### src/rtl/vga_square_ctrl.sv
// rtl/vga_square_ctrl.sv - 640x480@60 VGA timing generator drawing a button-driven square
// Counters run at clk/4; all outputs are registered one clk after the counters they decode.
module vga_square_ctrl #(
    parameter int STEP = 2,
    parameter int SIZE = 32
) (
    input  logic clk,
    input  logic rst,
    input  logic B_Up,
    input  logic B_Down,
    input  logic B_Left,
    input  logic B_Right,
    input  logic B_Center,
    output logic vgaRed,
    output logic vgaGreen,
    output logic vgaBlue,
    output logic Hsync,
    output logic Vsync
);
    localparam logic [9:0]  H_LAST   = 10'd799;
    localparam logic [9:0]  V_LAST   = 10'd524;
    localparam logic [9:0]  H_VIS    = 10'd640;
    localparam logic [9:0]  V_VIS    = 10'd480;
    localparam logic [9:0]  V_FRAME  = 10'd479;
    localparam logic [9:0]  HS_FIRST = 10'd656;
    localparam logic [9:0]  HS_LAST  = 10'd751;
    localparam logic [9:0]  VS_FIRST = 10'd490;
    localparam logic [9:0]  VS_LAST  = 10'd491;
    localparam logic [9:0]  X_MAX    = 10'(640 - SIZE);
    localparam logic [8:0]  Y_MAX    = 9'(480 - SIZE);
    localparam logic [9:0]  X_HOME   = 10'((640 - SIZE) / 2);
    localparam logic [8:0]  Y_HOME   = 9'((480 - SIZE) / 2);
    localparam logic [10:0] STEP_W   = 11'(STEP);
    localparam logic [10:0] SIZE_W   = 11'(SIZE);

    logic [1:0] div_q;
    logic       pix_tick;
    logic [9:0] hcount_q, hcount_d;
    logic [9:0] vcount_q, vcount_d;
    logic [4:0] btn_meta_q, btn_sync_q;
    logic       btn_up, btn_down, btn_left, btn_right, btn_center;
    logic       frame_evt;
    logic [9:0] x_q, x_d;
    logic [8:0] y_q, y_d;
    logic       visible, in_square;
    logic       red_d, green_d, blue_d, hsync_d, vsync_d;
    logic       red_q, green_q, blue_q, hsync_q, vsync_q;

    assign pix_tick  = (div_q == 2'd3);
    assign {btn_center, btn_right, btn_left, btn_down, btn_up} = btn_sync_q;
    // Position only moves when entering vertical blank, so a frame never tears.
    assign frame_evt = pix_tick && (hcount_q == H_LAST) && (vcount_q == V_FRAME);

    always_comb begin
        hcount_d = hcount_q;
        vcount_d = vcount_q;
        if (pix_tick) begin
            if (hcount_q == H_LAST) begin
                hcount_d = 10'd0;
                vcount_d = (vcount_q == V_LAST) ? 10'd0 : vcount_q + 10'd1;
            end else begin
                hcount_d = hcount_q + 10'd1;
            end
        end
    end

    // Clamps are evaluated in 11 bits so neither edge of the screen can wrap.
    always_comb begin
        x_d = x_q;
        y_d = y_q;
        if (frame_evt) begin
            if (btn_center) begin
                x_d = X_HOME;
                y_d = Y_HOME;
            end else begin
                if (btn_left && !btn_right)
                    x_d = (11'(x_q) < STEP_W) ? 10'd0 : 10'(11'(x_q) - STEP_W);
                else if (btn_right && !btn_left)
                    x_d = (11'(x_q) + STEP_W > 11'(X_MAX)) ? X_MAX : 10'(11'(x_q) + STEP_W);
                if (btn_up && !btn_down)
                    y_d = (11'(y_q) < STEP_W) ? 9'd0 : 9'(11'(y_q) - STEP_W);
                else if (btn_down && !btn_up)
                    y_d = (11'(y_q) + STEP_W > 11'(Y_MAX)) ? Y_MAX : 9'(11'(y_q) + STEP_W);
            end
        end
    end

    assign visible   = (hcount_q < H_VIS) && (vcount_q < V_VIS);
    assign in_square = (hcount_q >= x_q) && (11'(hcount_q) < 11'(x_q) + SIZE_W) &&
                       (vcount_q >= 10'(y_q)) && (11'(vcount_q) < 11'(y_q) + SIZE_W);
    assign red_d     = visible && in_square;
    assign green_d   = visible && in_square;
    assign blue_d    = visible;
    assign hsync_d   = !((hcount_q >= HS_FIRST) && (hcount_q <= HS_LAST));
    assign vsync_d   = !((vcount_q >= VS_FIRST) && (vcount_q <= VS_LAST));

    always_ff @(posedge clk or posedge rst) begin
        if (rst) begin
            div_q      <= 2'd0;
            hcount_q   <= 10'd0;
            vcount_q   <= 10'd0;
            btn_meta_q <= 5'd0;
            btn_sync_q <= 5'd0;
            x_q        <= X_HOME;
            y_q        <= Y_HOME;
            red_q      <= 1'b0;
            green_q    <= 1'b0;
            blue_q     <= 1'b0;
            hsync_q    <= 1'b1;
            vsync_q    <= 1'b1;
        end else begin
            div_q      <= div_q + 2'd1;
            hcount_q   <= hcount_d;
            vcount_q   <= vcount_d;
            btn_meta_q <= {B_Center, B_Right, B_Left, B_Down, B_Up};
            btn_sync_q <= btn_meta_q;
            x_q        <= x_d;
            y_q        <= y_d;
            red_q      <= red_d;
            green_q    <= green_d;
            blue_q     <= blue_d;
            hsync_q    <= hsync_d;
            vsync_q    <= vsync_d;
        end
    end

    assign vgaRed   = red_q;
    assign vgaGreen = green_q;
    assign vgaBlue  = blue_q;
    assign Hsync    = hsync_q;
    assign Vsync    = vsync_q;
endmodule

### config.mk
export PLATFORM = sky130hd
export DESIGN_NAME = vga_square_ctrl
export DESIGN_NICKNAME = d
export VERILOG_FILES = /design/src/rtl/vga_square_ctrl.sv
export SDC_FILE = /design/constraint.sdc
export NUM_CORES = 1
export LEC_CHECK = 0
export ABC_CLOCK_PERIOD_IN_PS = 3100
export CAP_MARGIN = 20
export CORE_MARGIN = 2
export CORE_UTILIZATION = 62
export CTS_CLUSTER_DIAMETER = 30
export CTS_CLUSTER_SIZE = 10
export DETAILED_ROUTE_END_ITERATION = 10
export PLACE_DENSITY_LB_ADDON = 0.05
export RECOVER_POWER = 50
export SLEW_MARGIN = 25
export SYNTH_ARGS = -nofsm -noshare
export SYNTH_HDL_FRONTEND = slang
export SYNTH_SLANG_ARGS = --single-unit
### constraint.sdc
create_clock -name clk -period 3.1 [get_ports clk]
set_input_delay 0.465 -clock clk [delete_from_list [all_inputs] [get_ports clk]]
set_output_delay 0.465 -clock clk [all_outputs]
set_load 0.03 [all_outputs]
-- After elaboration in Yosys (flattened, before gate mapping)
Cells that the tools add are included.
- logic and storage cells: 74
- bits of input ports: 7
- output and inout port bits: 5
- flip-flop bits (word level): 55
- muxes and demuxes: 12
- reductions and logical operators: 24
- order comparisons: 14
- equal/unequal tests: 4
- $add $sub $neg: 9
- operator list (cell ; count):
    $mux W10 ; 7
    $mux W9 ; 5
    $add A10 B1 Y10 const B ; 2
    $eq A10 B10 Y1 const B ; 2
    $logic_and A1 B1 Y1 ; 13
    $add A10 B2 Y11 const B ; 1
    $add A10 B6 Y11 const B ; 1
    $gt A11 B10 Y1 const B ; 1
    $gt A11 B9 Y1 const B ; 1
    $lt A10 B11 Y1 ; 1
    $add A9 B2 Y10 const B ; 1
    $add A9 B6 Y10 const B ; 1
    $eq A10 B9 Y1 const B ; 1
    $ge A10 B10 Y1 ; 1
    $ge A10 B10 Y1 const B ; 1
    $ge A10 B9 Y1 ; 1
    $ge A10 B9 Y1 const B ; 1
    $le A10 B10 Y1 const B ; 1
    $le A10 B9 Y1 const B ; 1
    $lt A10 B10 Y1 ; 1
    $lt A10 B10 Y1 const B ; 1
    $lt A10 B2 Y1 const B ; 1
    $lt A10 B9 Y1 const B ; 1
    $sub A10 B2 Y10 const B ; 1
    7 further kinds ; 15

-- Longest topological paths before layout
Gate-level depths: netlist of the first run.
- depth after elaboration: 6
- gate-level depth with buffers: 11
- mapped depth without buffers: 10

-- Worst setup path before layout of the first run
OpenSTA, ideal clock, no wires.
- kind: register to register
- start: reg x_q[5]
- end: reg green_q, in the netlist vgaGreen
- setup time: 0.100 ns
- cell stages (with the launch flop): 12
- buffers on the path: 1
- data arrival time: 2.293 ns
- period minus slack after synthesis: 2.393 ns
- path slack: 0.707 ns
- required time: 3.000 ns
- cells stage by stage: dfstp_2 buf_2 inv_1 ha_1 inv_1 ha_1 a21o_1 a21o_1 a21o_1 a21oi_1 a21oi_1 nor4bb_1
- longest elaborated chain between the ends: 6
- elaborated cells on any way between the ends: 7
- those cells by class: add/sub (1); order compare (2); reduce/logical (4)
- ends and longest elaborated chain (what ; line ; text):
    start: declaration ; 43 ; logic [9:0] x_q, x_d;
    start signal: assignment ; 104 ; x_q <= X_HOME;
    start signal: assignment ; 117 ; x_q <= x_d;
    $add A10 B6 Y11 ; 89 ; assign in_square = (hcount_q >= x_q) && (11'(hcount_q) < 11'(x_q) + SIZE_W) &&
    $lt A10 B11 Y1 ; 89 ;
    $logic_and A1 B1 Y1 * (2 in a row) ; 89 ;
    $logic_and A1 B1 Y1 * ; 90 ; (vcount_q >= 10'(y_q)) && (11'(vcount_q) < 11'(y_q) + SIZE_W);
    $logic_and A1 B1 Y1 * ; 92 ; assign green_d = visible && in_square;
    net green_d ; 46 ; logic red_d, green_d, blue_d, hsync_d, vsync_d;
    end signal: assignment ; 120 ; green_q <= green_d;
    end: declaration ; 47 ; logic red_q, green_q, blue_q, hsync_q, vsync_q;
The timed path passes the listed nets; every way through them passes the cells marked *.
A chain may end at the register's enable or synchronous reset.

-- Worst setup path after layout of the first run
Same ends and word-level chain as after synthesis.

==> reports/qor.csv, run 1 <==
stage,metric,value,unit
timing,fmax,0.396,GHz
drt,num_vias,3429,
place,portBuffers,11,
clocking,ctsResizeCount,0,
timing,slew_violations,0,
global_route,grt_max_degree,24,
floorplan,ios,12,
clocking,htree_levels,2,
hold_path,min_to,btn_sync_q[4]$_DFF_PP0_,
drt,drc,0,
logic_synthesis,syn_avg_cell_area,8.85,sq um
timing,period_minus_slack,2.53,ns
timing,worst_slew_pin_slew,0.906,ns
worst_setup_path,r2r-end,vgaGreen$_DFF_PP0_,
floorplan,std_cell_rows,29,
power_and_ir_drop,p_leak,1.79,nW
floorplan,floorplan.die.width,84.1,um
drt,wl_per_cell,17.3,um
final_layout,area_growth,6.07,%
flow_run,drv_cap,0,
logic_synthesis,synth_cell_types,65,
logic_synthesis,synth-edff-count,0,
floorplan,die_h,84.1,um
timing,finalSetupViolations,0,
global_route,antenna_found_initial,0,
power_and_ir_drop,powerDensity,282,nW/um^2
worst_setup_path,start_kind,flip-flop,
power_and_ir_drop,peakVddDrop,0.000332,V
logic_synthesis,synth_fp_nets,496,
clocking,clkSinkCount,53,
clocking,cts-buffers-inserted,5,
worst_setup_path,reg2reg_depth,10,
drt,wl,9220,um
clocking,cts_tree,yes,
clocking,clock_path_buffers,2,
global_route,track_usage,27.4,%
worst_setup_path,rrSetupSlack,0.57,ns
place,placed_cells,524,
timing,fin_crit_sh,81.5,%
final_layout,seq_area,1340,sq um
logic_synthesis,async_reset_ff_share,100,%
worst_setup_path,cp-startpoint,x_q[5]$_DFFE_PP1P_,
floorplan,coreArea,6280,sq um
logic_synthesis,ys_ff_latch,53,
final_layout,multiInputGateArea,2430,sq um
global_route,grt_pass1_vias,3247,
hold_path,worstHoldPathType,flip-flop to flip-flop,
timing,finalSetupTns,0,ns
worst_setup_path,cp.required,3.33,ns
drt,drtIter0Drc,214,
final_layout,finalNonFillerCells,532,
outcome,outcome,finished clean,
global_route,grt_pass1_wl,15800,um
logic_synthesis,ys_seq_area_share,33.6,%
drt,drtAntennaViolNets,0,
place,hpwl,6860,um
clocking,path_clk_slew,0.11,ns
floorplan,start_util,63.3,%
place,gp_congestion,0.955,
worst_setup_path,arrival,2.76,ns
floorplan,dieArea,7070,sq um
hold_path,hold_start,btn_meta_q[4]$_DFF_PP0_,
logic_synthesis,synthFlopType,dfrtp_1,
timing,rsz0062_at_grt,false,
final_layout,n_antenna_cell,0,
worst_setup_path,cp-end-kind,flip-flop,
timing,relSlewSlack,39.5,%
worst_setup_path,reg2reg_from,x_q[5]$_DFFE_PP1P_,
logic_synthesis,syn_inst,449,
clocking,clkLatencyLatePin,0.32,ns
final_layout,fillers,522,
worst_setup_path,cp_max_fo,13,
drt,vias_per_cell,6.45,
clocking,root_buffer,clkbuf_8,
global_route,gr-total-overflow,0,
final_layout,drive_gt1_share,8.35,%
drt,firstDrtPassIters,5,
hold_path,hold_depth,0,
clocking,postCtsSetupBuffers,0,
final_layout,layout.nets,501,
clocking,holdBufCountCts,0,
timing,hold_viol,0,
worst_setup_path,path_class,flip-flop to flip-flop,
timing,clock_skew,0.0161,ns
logic_synthesis,yosys_warnings,0,
logic_synthesis,syn-cell-area,3980,sq um
[metal layers]
layer | track usage [%] | up-vias | share of wire [%]
li1 | - | 1670 | -
met1 | 40.6 | 1643 | 49
met2 | 42.0 | 106 | 45
met3 | 4.75 | 10 | 5.1
met4 | 6.01 | 0 | 1.1
met5 | 0 | - | 0
[area by class of cell]
| cell class | count | share of cell area (%) |
|---|---|---|
| Clock buffer | 6 | 1.96 |
| Tap cell | 77 | 2.28 |
| Timing Repair Buffer | 18 | 3.68 |
| Multi-Input combinational cell | 349 | 57.6 |
| Sequential cell | 53 | 31.7 |
| Inverter | 27 | 2.40 |
| Clock inverter | 2 | 0.386 |
[where the power goes]
part / switching (mW) / internal [mW]
Clock: 0.249 / 0.185
Combinational: 0.0352 / 0.0194
Sequential: 0.00345 / 0.698
Total: 0.287 / 0.902
[flip-flops by register name, summed over array words and instances, names as in the netlist]
name / count
btn_sync_q: 5
vcount_q: 10
y_q: 8
btn_meta_q: 5
vgaGreen: 1
Vsync: 1
Hsync: 1
hcount_q: 10
div_q: 2
vgaBlue: 1
x_q: 9
[synthesized netlist by cell type (all sizes together), types with 4 or more instances]
cell type	n	share of area (%)
nand3	18	2.3
nor2	30	2.8
a21o	9	1.7
nand4	15	2.5
nor3	19	2.5
dfrtp	45	28
clkbuf	8	0.76
o21ai	34	4.4
inv	27	2.5
o22ai	5	0.79
o2111ai	4	0.88
buf	12	1.8
nor2b	8	1.4
xnor2	17	3.7
o21a	9	1.7
ha	40	13
a21oi	23	2.9
nor4	4	0.94
nand2	31	2.9
or2	4	0.63
and3	6	0.94
a211oi	4	0.88
mux2i	4	1.0
a31oi	9	1.4
or3	5	0.79
nor4b	4	0.88
dfstp	8	5.3
[through the flow]
| stage | utilization [%] | worst slack (ns) | hold WS (ns) | cell area (sq um) | total power, mW |
|---|---|---|---|---|---|
| after floorplan | - | 0.707 | 0.331 | 3980 | 0.749 |
| after global placement | 65.8 | 0.684 | 0.332 | 4130 | 0.771 |
| after detailed placement | 65.8 | 0.603 | 0.335 | 4130 | 0.772 |
| after CTS | 67.4 | 0.573 | 0.355 | 4230 | 1.20 |
| after global routing | 67.2 | 0.340 | 0.356 | 4220 | 1.24 |
| final | 67.2 | 0.574 | 0.342 | 4220 | 1.19 |
[cell usage in the layout, fill, tap and decap left out, types with 3 or more instances in the layout]
| master | n |
|---|---|
| mux2i_1 | 4 |
| o21a_1 | 9 |
| a31o_2 | 3 |
| nand2b_1 | 3 |
| dfrtp_1 | 45 |
| o22ai_1 | 5 |
| inv_1 | 27 |
| or3_1 | 5 |
| nor2b_1 | 7 |
| clkdlybuf4s50_1 | 5 |
| nand2_1 | 31 |
| xnor2_1 | 17 |
| dlygate4sd3_1 | 6 |
| clkbuf_8 | 6 |
| o31ai_1 | 3 |
| ha_1 | 40 |
| xor2_1 | 3 |
| nor3_1 | 18 |
| nand3_1 | 18 |
| a31oi_1 | 9 |
| a2111oi_0 | 3 |
| a21o_1 | 9 |
| o2111ai_1 | 4 |
| a21oi_1 | 23 |
| or2_2 | 4 |
| o21ai_0 | 32 |
| dfstp_2 | 8 |
| a211oi_1 | 3 |
| buf_4 | 5 |
| nand4_1 | 15 |
| nor2_1 | 30 |
| and3_1 | 6 |
| nor4b_1 | 4 |
[worst max-delay path by stage]
stage / end / slack, ns / cells past startpoint
detailed placement: vgaGreen$_DFF_PP0_ / 0.60 / 10
floorplan: vgaGreen$_DFF_PP0_ / 0.71 / 11
finish: vgaGreen$_DFF_PP0_ / 0.57 / 10
global placement: vgaGreen$_DFF_PP0_ / 0.68 / 10
CTS: vgaGreen$_DFF_PP0_ / 0.57 / 10
global route: vgaGreen$_DFF_PP0_ / 0.34 / 8
[worst max-delay path: stages, from the launching register on]
cell and delay, ns:
dfstp_2 0.69, inv_1 0.15, ha_1 0.30, inv_1 0.04, ha_1 0.29, a21o_1 0.16
a21o_1 0.17, a21o_1 0.16, a21oi_1 0.15, a21oi_1 0.09, nor4bb_1 0.24
[kinds of logic (layout without fill, tap and decap cells)]
group,Yosys count,in the layout,synth area share [%]
AOI/OAI and AO/OA,123,123,20.8
xor gates and xnor gates,20,20,4.41
DFF,53,53,33.6
muxes,5,5,1.29
buffers and inverters,47,53,5.13
adders and majority gates,40,40,12.6
and+or+nand+nor,161,161,22.2
Power figures use the tool's default switching activity.
==> run 2: changes to the inputs <==
- ABC_CLOCK_PERIOD_IN_PS: 3100 -> 2400
- clock period: 3.1 -> 2.4 ns (I/O delays scaled with it)
==> reports/qor.csv, run 2 (synthesis gave the netlist of run 1 again) <==
stage,metric,value,unit,change
place,gp_congestion,0.909,,was 0.955
floorplan,start_util,63.3,%,unchanged
floorplan,dieArea,7070,sq um,unchanged
drt,vias_per_cell,6.36,,was 6.45
worst_setup_path,crit_family,compound AO/OA/AOI/OAI gates,,unchanged
drt,drtIter0Drc,271,,was 214
final_layout,layout_commonest_cell,dfrtp_1,,unchanged
worst_setup_path,path_class,flip-flop to flip-flop,,unchanged
clocking,clkSinkCount,53,,unchanged
timing,fin_crit_sh,94.0,%,was 81.5%
final_layout,layout.nets,529,,was 501
clocking,clkLatencyLatePin,0.32,ns,about the same
worst_setup_path,max_stage_delay,0.60,ns,was 0.69 ns
timing,finalWorstSetupSlack,0.143,ns,was 0.574 ns
worst_setup_path,crit_chain,or4_4 > o41ai_4 > o211ai_1 > nand3b_1 > o22ai_1,,was inv_1 > ha_1 > inv_1 > ha_1 > a21o_1 > a21o_1 > a21o_1 > a21oi_1 > a21oi_1 > nor4bb_1
timing,clock_skew,0.0111,ns,was 0.0161 ns
worst_setup_path,reg2reg_depth,5,,was 10
worst_setup_path,crit_buf_inv,0,,was 2
timing,finalSetupTns,0,ns,unchanged
timing,period_minus_slack,2.26,ns,was 2.53 ns
hold_path,min_to,btn_sync_q[3]$_DFF_PP0_,,was btn_sync_q[4]$_DFF_PP0_
global_route,antenna_found_initial,0,,unchanged
timing,worst_slew_pin_slew,1.33,ns,was 0.906 ns
final_layout,n_antenna_cell,0,,unchanged
drt,firstDrtPassIters,5,,unchanged
global_route,grt_pass1_wl,16800,um,was 15800 um
timing,slew_violations,0,,unchanged
drt,wl,9790,um,was 9220 um
place,dp_slack,0.0689,ns,was 0.603 ns
clocking,path_clk_slew,0.11,ns,about the same
clocking,root_buffer,clkbuf_8,,unchanged
drt,drtAntennaViolNets,0,,unchanged
clocking,cts-buffers-inserted,5,,unchanged
clocking,postCtsSetupBuffers,0,,unchanged
worst_setup_path,start_kind,flip-flop,,unchanged
timing,finalSetupViolations,0,,unchanged
power_and_ir_drop,powerDensity,344,nW/um^2,was 282 nW/um^2
final_layout,layout_common_cells,"45 x dfrtp_1, 38 x ha_1, 34 x buf_4, 31 x nand2_1",,"was 45 x dfrtp_1, 40 x ha_1, 32 x o21ai_0, 31 x nand2_1, 30 x nor2_1"
place,portBuffers,11,,unchanged
floorplan,std_cell_rows,29,,unchanged
floorplan,die_h,84.1,um,unchanged
final_layout,reg_top3,"hcount_q: 10 flops, vcount_q: 10 flops, x_q: 9 flops",,unchanged
timing,relSlewSlack,11.4,%,was 39.5%
hold_path,hold_depth,0,,unchanged
clocking,htree_levels,2,,unchanged
outcome,outcome,finished clean,,unchanged
floorplan,ios,12,,unchanged
global_route,track_usage,29.2,%,was 27.4%
drt,wl_per_cell,17.5,um,was 17.3 um
timing,hold_viol,0,,unchanged
worst_setup_path,cp.required,2.61,ns,was 3.33 ns
worst_setup_path,rrSetupSlack,0.14,ns,was 0.57 ns
worst_setup_path,r2r-end,x_q[7]$_DFFE_PP0P_,,was vgaGreen$_DFF_PP0_
worst_setup_path,reg2reg_from,x_q[1]$_DFFE_PP0P_,,was x_q[5]$_DFFE_PP1P_
worst_setup_path,cp_max_fo,6,,was 13
power_and_ir_drop,p_total,1.56,mW,was 1.19 mW
timing,fmax,0.443,GHz,was 0.396 GHz
global_route,gr-total-overflow,0,,unchanged
global_route,grt_max_degree,54,,was 24
floorplan,floorplan.die.width,84.1,um,unchanged
hold_path,worstHoldPathType,flip-flop to flip-flop,,unchanged
hold_path,hold_start,btn_meta_q[3]$_DFF_PP0_,,was btn_meta_q[4]$_DFF_PP0_
clocking,cts_tree,yes,,unchanged
clocking,clock_path_buffers,2,,unchanged
final_layout,finalNonFillerCells,560,,was 532
place,hpwl,7210,um,was 6860 um
worst_setup_path,arrival,2.47,ns,was 2.76 ns
final_layout,area_growth,13.8,%,was 6.07%
drt,num_vias,3559,,was 3429
final_layout,drive_gt1_share,16.6,%,was 8.35%
worst_setup_path,slowest_stage,or4_4,,was dfstp_2
clocking,holdBufCountCts,0,,unchanged
global_route,grt_pass1_vias,3508,,was 3247
place,placed_cells,552,,was 524
flow_run,drv_cap,0,,unchanged
power_and_ir_drop,peakVddDrop,0.000269,V,was 0.000332 V
worst_setup_path,cp-end-kind,flip-flop,,unchanged
timing,whs,0.356,ns,was 0.342 ns
floorplan,coreArea,6280,sq um,unchanged
power_and_ir_drop,p_leak,1.96,nW,was 1.79 nW
drt,drc,0,,unchanged
final_layout,fillers,504,,was 522
[run 2: area by class of cell]
type | count | area, sq um | area share [%]
clock buffers | 6 | 82.6 | 1.83
clock inverters | 2 | 17.5 | 0.387
inverters | 27 | 101 | 2.24
multi-input cells | 349 | 2520 | 55.7
flip-flops and latches | 53 | 1340 | 29.5
well taps | 77 | 96.3 | 2.13
repair buffers | 46 | 370 | 8.19
[run 2: layer usage]
metal / vias up / global-route usage (%) / share of wire, %
met2: 103 / 43.8 / 45
met5: - / 0 / 0
li1: 1733 / - / -
met3: 13 / 6.43 / 6.7
met4: 0 / 8.80 / 1.3
met1: 1710 / 42.3 / 47
[run 2: worst max path at each step]
stage                       start                 end  slack, ns  depth (start not counted)
6_report       x_q[1]$_DFFE_PP0P_  x_q[7]$_DFFE_PP0P_       0.14                          5
2_1_floorplan  x_q[5]$_DFFE_PP1P_  vgaGreen$_DFF_PP0_      0.007                         11
5_1_grt        y_q[5]$_DFFE_PP1P_  vgaGreen$_DFF_PP0_      -0.03                          8
3_5_place_dp   x_q[2]$_DFFE_PP0P_  x_q[8]$_DFFE_PP1P_       0.07                          7
3_3_place_gp   x_q[5]$_DFFE_PP1P_  x_q[4]$_DFFE_PP1P_       0.14                          7
4_1_cts        x_q[2]$_DFFE_PP0P_  x_q[8]$_DFFE_PP1P_       0.04                          7
[run 2: timing repair]
action / CTS / global route
resized for setup: 0 / 16
hold endpoints to repair: 0 / 0
setup endpoints to repair: 0 / 8
[run 2: through the flow]
step                util [%]  cell area, sq um
detailed placement      69.4              4350
CTS                     71.0              4450
global route            72.1              4520
floorplan                  -              3980
global placement        69.4              4350
finish                  72.1              4520
[run 2: power by group]
group	internal (mW)	switching (mW)	total, mW
registers	0.902	0.00535	0.907
logic	0.0249	0.0448	0.0697
clock network	0.241	0.338	0.579
total	1.17	0.388	1.56
[run 2: worst register-to-register path: cells and delay by family, from the launching register on]
family | cells | cell delay (ns)
compound gates | 3 | 0.87
flops | 1 | 0.45
simple gates | 2 | 0.82
==> run 3: changes to the inputs <==
- PLACE_DENSITY_LB_ADDON: 0.05 -> 0.3
==> reports/qor.csv, run 3 (synthesis gave the netlist of run 1 again) <==
stage,metric,value,unit,change
final_layout,multiInputGateArea,2480,sq um,was 2520 sq um
clocking,path_clk_slew,0.11,ns,about the same
clocking,cts-buffers-inserted,5,,unchanged
floorplan,floorplan.die.width,84.1,um,unchanged
clocking,cts_tree,yes,,unchanged
worst_setup_path,cp-end-kind,flip-flop,,unchanged
clocking,clkLatencyLatePin,0.31,ns,was 0.32 ns
timing,fmax,0.415,GHz,was 0.443 GHz
timing,finalWorstSetupSlack,-0.00893,ns,was 0.143 ns
timing,clock_skew,0.00781,ns,was 0.0111 ns
timing,worst_slew_pin_slew,0.913,ns,was 1.33 ns
power_and_ir_drop,switching_share,23.3,%,was 25.0%
global_route,gr-total-overflow,0,,unchanged
drt,firstDrtPassIters,6,,was 5
global_route,grt_pass1_wl,17000,um,was 16800 um
drt,drtIter0Drc,396,,was 271
final_layout,area_growth,12.3,%,was 13.8%
floorplan,ios,12,,unchanged
hold_path,worstHoldPathType,flip-flop to flip-flop,,unchanged
clocking,holdBufCountCts,0,,unchanged
worst_setup_path,arrival,2.63,ns,was 2.47 ns
timing,relSlewSlack,39.1,%,was 11.4%
worst_setup_path,cp_max_fo,5,,was 6
timing,period_minus_slack,2.41,ns,was 2.26 ns
power_and_ir_drop,peakVddDrop,0.000412,V,was 0.000269 V
place,placed_cells,544,,was 552
worst_setup_path,reg2reg_from,y_q[6]$_DFFE_PP1P_,,was x_q[1]$_DFFE_PP0P_
final_layout,finalNonFillerCells,555,,was 560
timing,finalSetupViolations,1,,was 0
power_and_ir_drop,p_int,1.25,mW,was 1.17 mW
final_layout,fillers,453,,was 504
power_and_ir_drop,powerDensity,364,nW/um^2,was 344 nW/um^2
outcome,violations,negative setup slack,,
clocking,clkSinkCount,53,,unchanged
place,portBuffers,11,,unchanged
global_route,grt_max_degree,23,,was 54
global_route,track_usage,29.5,%,was 29.2%
worst_setup_path,reg2reg_depth,8,,was 5
flow_run,drv_cap,0,,unchanged
clocking,root_buffer,clkbuf_8,,unchanged
worst_setup_path,start_kind,flip-flop,,unchanged
global_route,grt_pass1_vias,3552,,was 3508
drt,wl,10300,um,was 9790 um
floorplan,std_cell_rows,29,,unchanged
floorplan,die_h,84.1,um,unchanged
final_layout,drive_gt1_share,14.6,%,was 16.6%
timing,slew_violations,0,,unchanged
final_layout,layout_commonest_cell,dfrtp_1,,unchanged
global_route,antenna_found_initial,0,,unchanged
place,hpwl,7330,um,was 7210 um
place,gp_congestion,0.977,,was 0.909
drt,drc,0,,unchanged
clocking,htree_levels,2,,unchanged
floorplan,dieArea,7070,sq um,unchanged
worst_setup_path,r2r-end,vgaGreen$_DFF_PP0_,,was x_q[7]$_DFFE_PP0P_
outcome,outcome,"complete, but fails checks",,was finished clean
power_and_ir_drop,p_sw,0.379,mW,was 0.388 mW
worst_setup_path,rrSetupSlack,-0.009,ns,was 0.14 ns
worst_setup_path,cp-startpoint,y_q[6]$_DFFE_PP1P_,,was x_q[1]$_DFFE_PP0P_
floorplan,start_util,63.3,%,unchanged
final_layout,layout_common_cells,"45 x dfrtp_1, 39 x ha_1, 31 x nand2_1, 30 x nor2_1, 29 x o21ai_0",,"was 45 x dfrtp_1, 38 x ha_1, 34 x buf_4, 31 x nand2_1"
power_and_ir_drop,power.share.clock,39.8,%,was 37.2%
timing,rsz0062_at_grt,true,,
final_layout,reg_top3,"hcount_q: 10 flops, vcount_q: 10 flops, x_q: 9 flops",,unchanged
power_and_ir_drop,p_total,1.63,mW,was 1.56 mW
drt,vias_per_cell,6.68,,was 6.36
timing,whs,0.358,ns,was 0.356 ns
power_and_ir_drop,p_comb_share,4.6,%,was 4.5%
final_layout,seq_area,1340,sq um,unchanged
power_and_ir_drop,seqPwrFrac,55.7,%,was 58.3%
worst_setup_path,path_class,flip-flop to flip-flop,,unchanged
worst_setup_path,cp.required,2.62,ns,was 2.61 ns
drt,wl_per_cell,18.5,um,was 17.5 um
power_and_ir_drop,p_leak,1.97,nW,was 1.96 nW
floorplan,coreArea,6280,sq um,unchanged
drt,num_vias,3709,,was 3559
drt,drtAntennaViolNets,0,,unchanged
final_layout,n_antenna_cell,0,,unchanged
timing,hold_viol,0,,unchanged
worst_setup_path,setup.worst_path.end,vgaGreen$_DFF_PP0_,,was x_q[7]$_DFFE_PP0P_
final_layout,layout.nets,524,,was 529
timing,fin_crit_sh,100,%,was 94.0%
clocking,clock_path_buffers,2,,unchanged
## run 3: power groups by stage
stage | logic, mW | registers [mW] | clock network, mW
after floorplan | 0.0462 | 0.921 | 0
after global placement | 0.0730 | 0.922 | 0
after detailed placement | 0.0751 | 0.922 | 0
after CTS | 0.0758 | 0.906 | 0.653
after global routing | 0.0808 | 0.907 | 0.683
final | 0.0742 | 0.906 | 0.647
## run 3: how the worst min path moves through the flow
stage | from | endpoint | depth (start not counted)
2_1_floorplan | btn_meta_q[0]$_DFF_PP0_ | btn_sync_q[0]$_DFF_PP0_ | 0
3_3_place_gp | btn_meta_q[2]$_DFF_PP0_ | btn_sync_q[2]$_DFF_PP0_ | 0
3_5_place_dp | btn_meta_q[3]$_DFF_PP0_ | btn_sync_q[3]$_DFF_PP0_ | 0
6_report | btn_meta_q[0]$_DFF_PP0_ | btn_sync_q[0]$_DFF_PP0_ | 0
5_1_grt | btn_meta_q[0]$_DFF_PP0_ | btn_sync_q[0]$_DFF_PP0_ | 0
4_1_cts | btn_meta_q[0]$_DFF_PP0_ | btn_sync_q[0]$_DFF_PP0_ | 0
## run 3: routing by layer
metal  wire length [um]  vias up  global-route usage [%]  part of all wire (%)
met5                  0        -                       0                     0
met3                676       26                    3.86                   6.6
met4                239        0                    8.50                   2.3
met2               5020      166                    48.3                    49
met1               4330     1804                    40.9                    42
li1                   -     1713                       -                     -
## run 3: repair_timing
item                                   in CTS  in global routing
setup buffers                               0                  3
setup endpoints to repair                   1                  9
endpoints found under the hold margin       0                  0
resized for setup                           1                 12
pin swaps                                   0                  4
## run 3: stage by stage
stage	setup TNS, ns	setup slack [ns]	util, %	area (sq um)
after floorplan	0	0.00687	-	3980
after global placement	0	0.130	68.2	4280
after detailed placement	0	0.0407	68.2	4280
after CTS	0	0.0161	70.1	4400
after global routing	-0.105	-0.0640	71.1	4470
final	-0.00893	-0.00893	71.1	4470
## run 3: worst max-delay path, stage by stage, from the launching register on
cell	delay (ns)
dfstp_2	0.58
nand3_1	0.16
xnor2_1	0.21
ha_1	0.27
a21o_1	0.19
a2111oi_2	0.38
nand2_1	0.11
a31oi_1	0.20
nor4bb_2	0.23
## run 3: cell type report
| type | instances | area share (%) |
|---|---|---|
| tap | 77 | 2.16 |
| sequential | 53 | 29.9 |
| clock inverter | 3 | 1.12 |
| timing repair buffer | 41 | 7.37 |
| inverter | 27 | 2.27 |
| clock buffer | 5 | 1.54 |
| multi-input combinational | 349 | 55.6 |
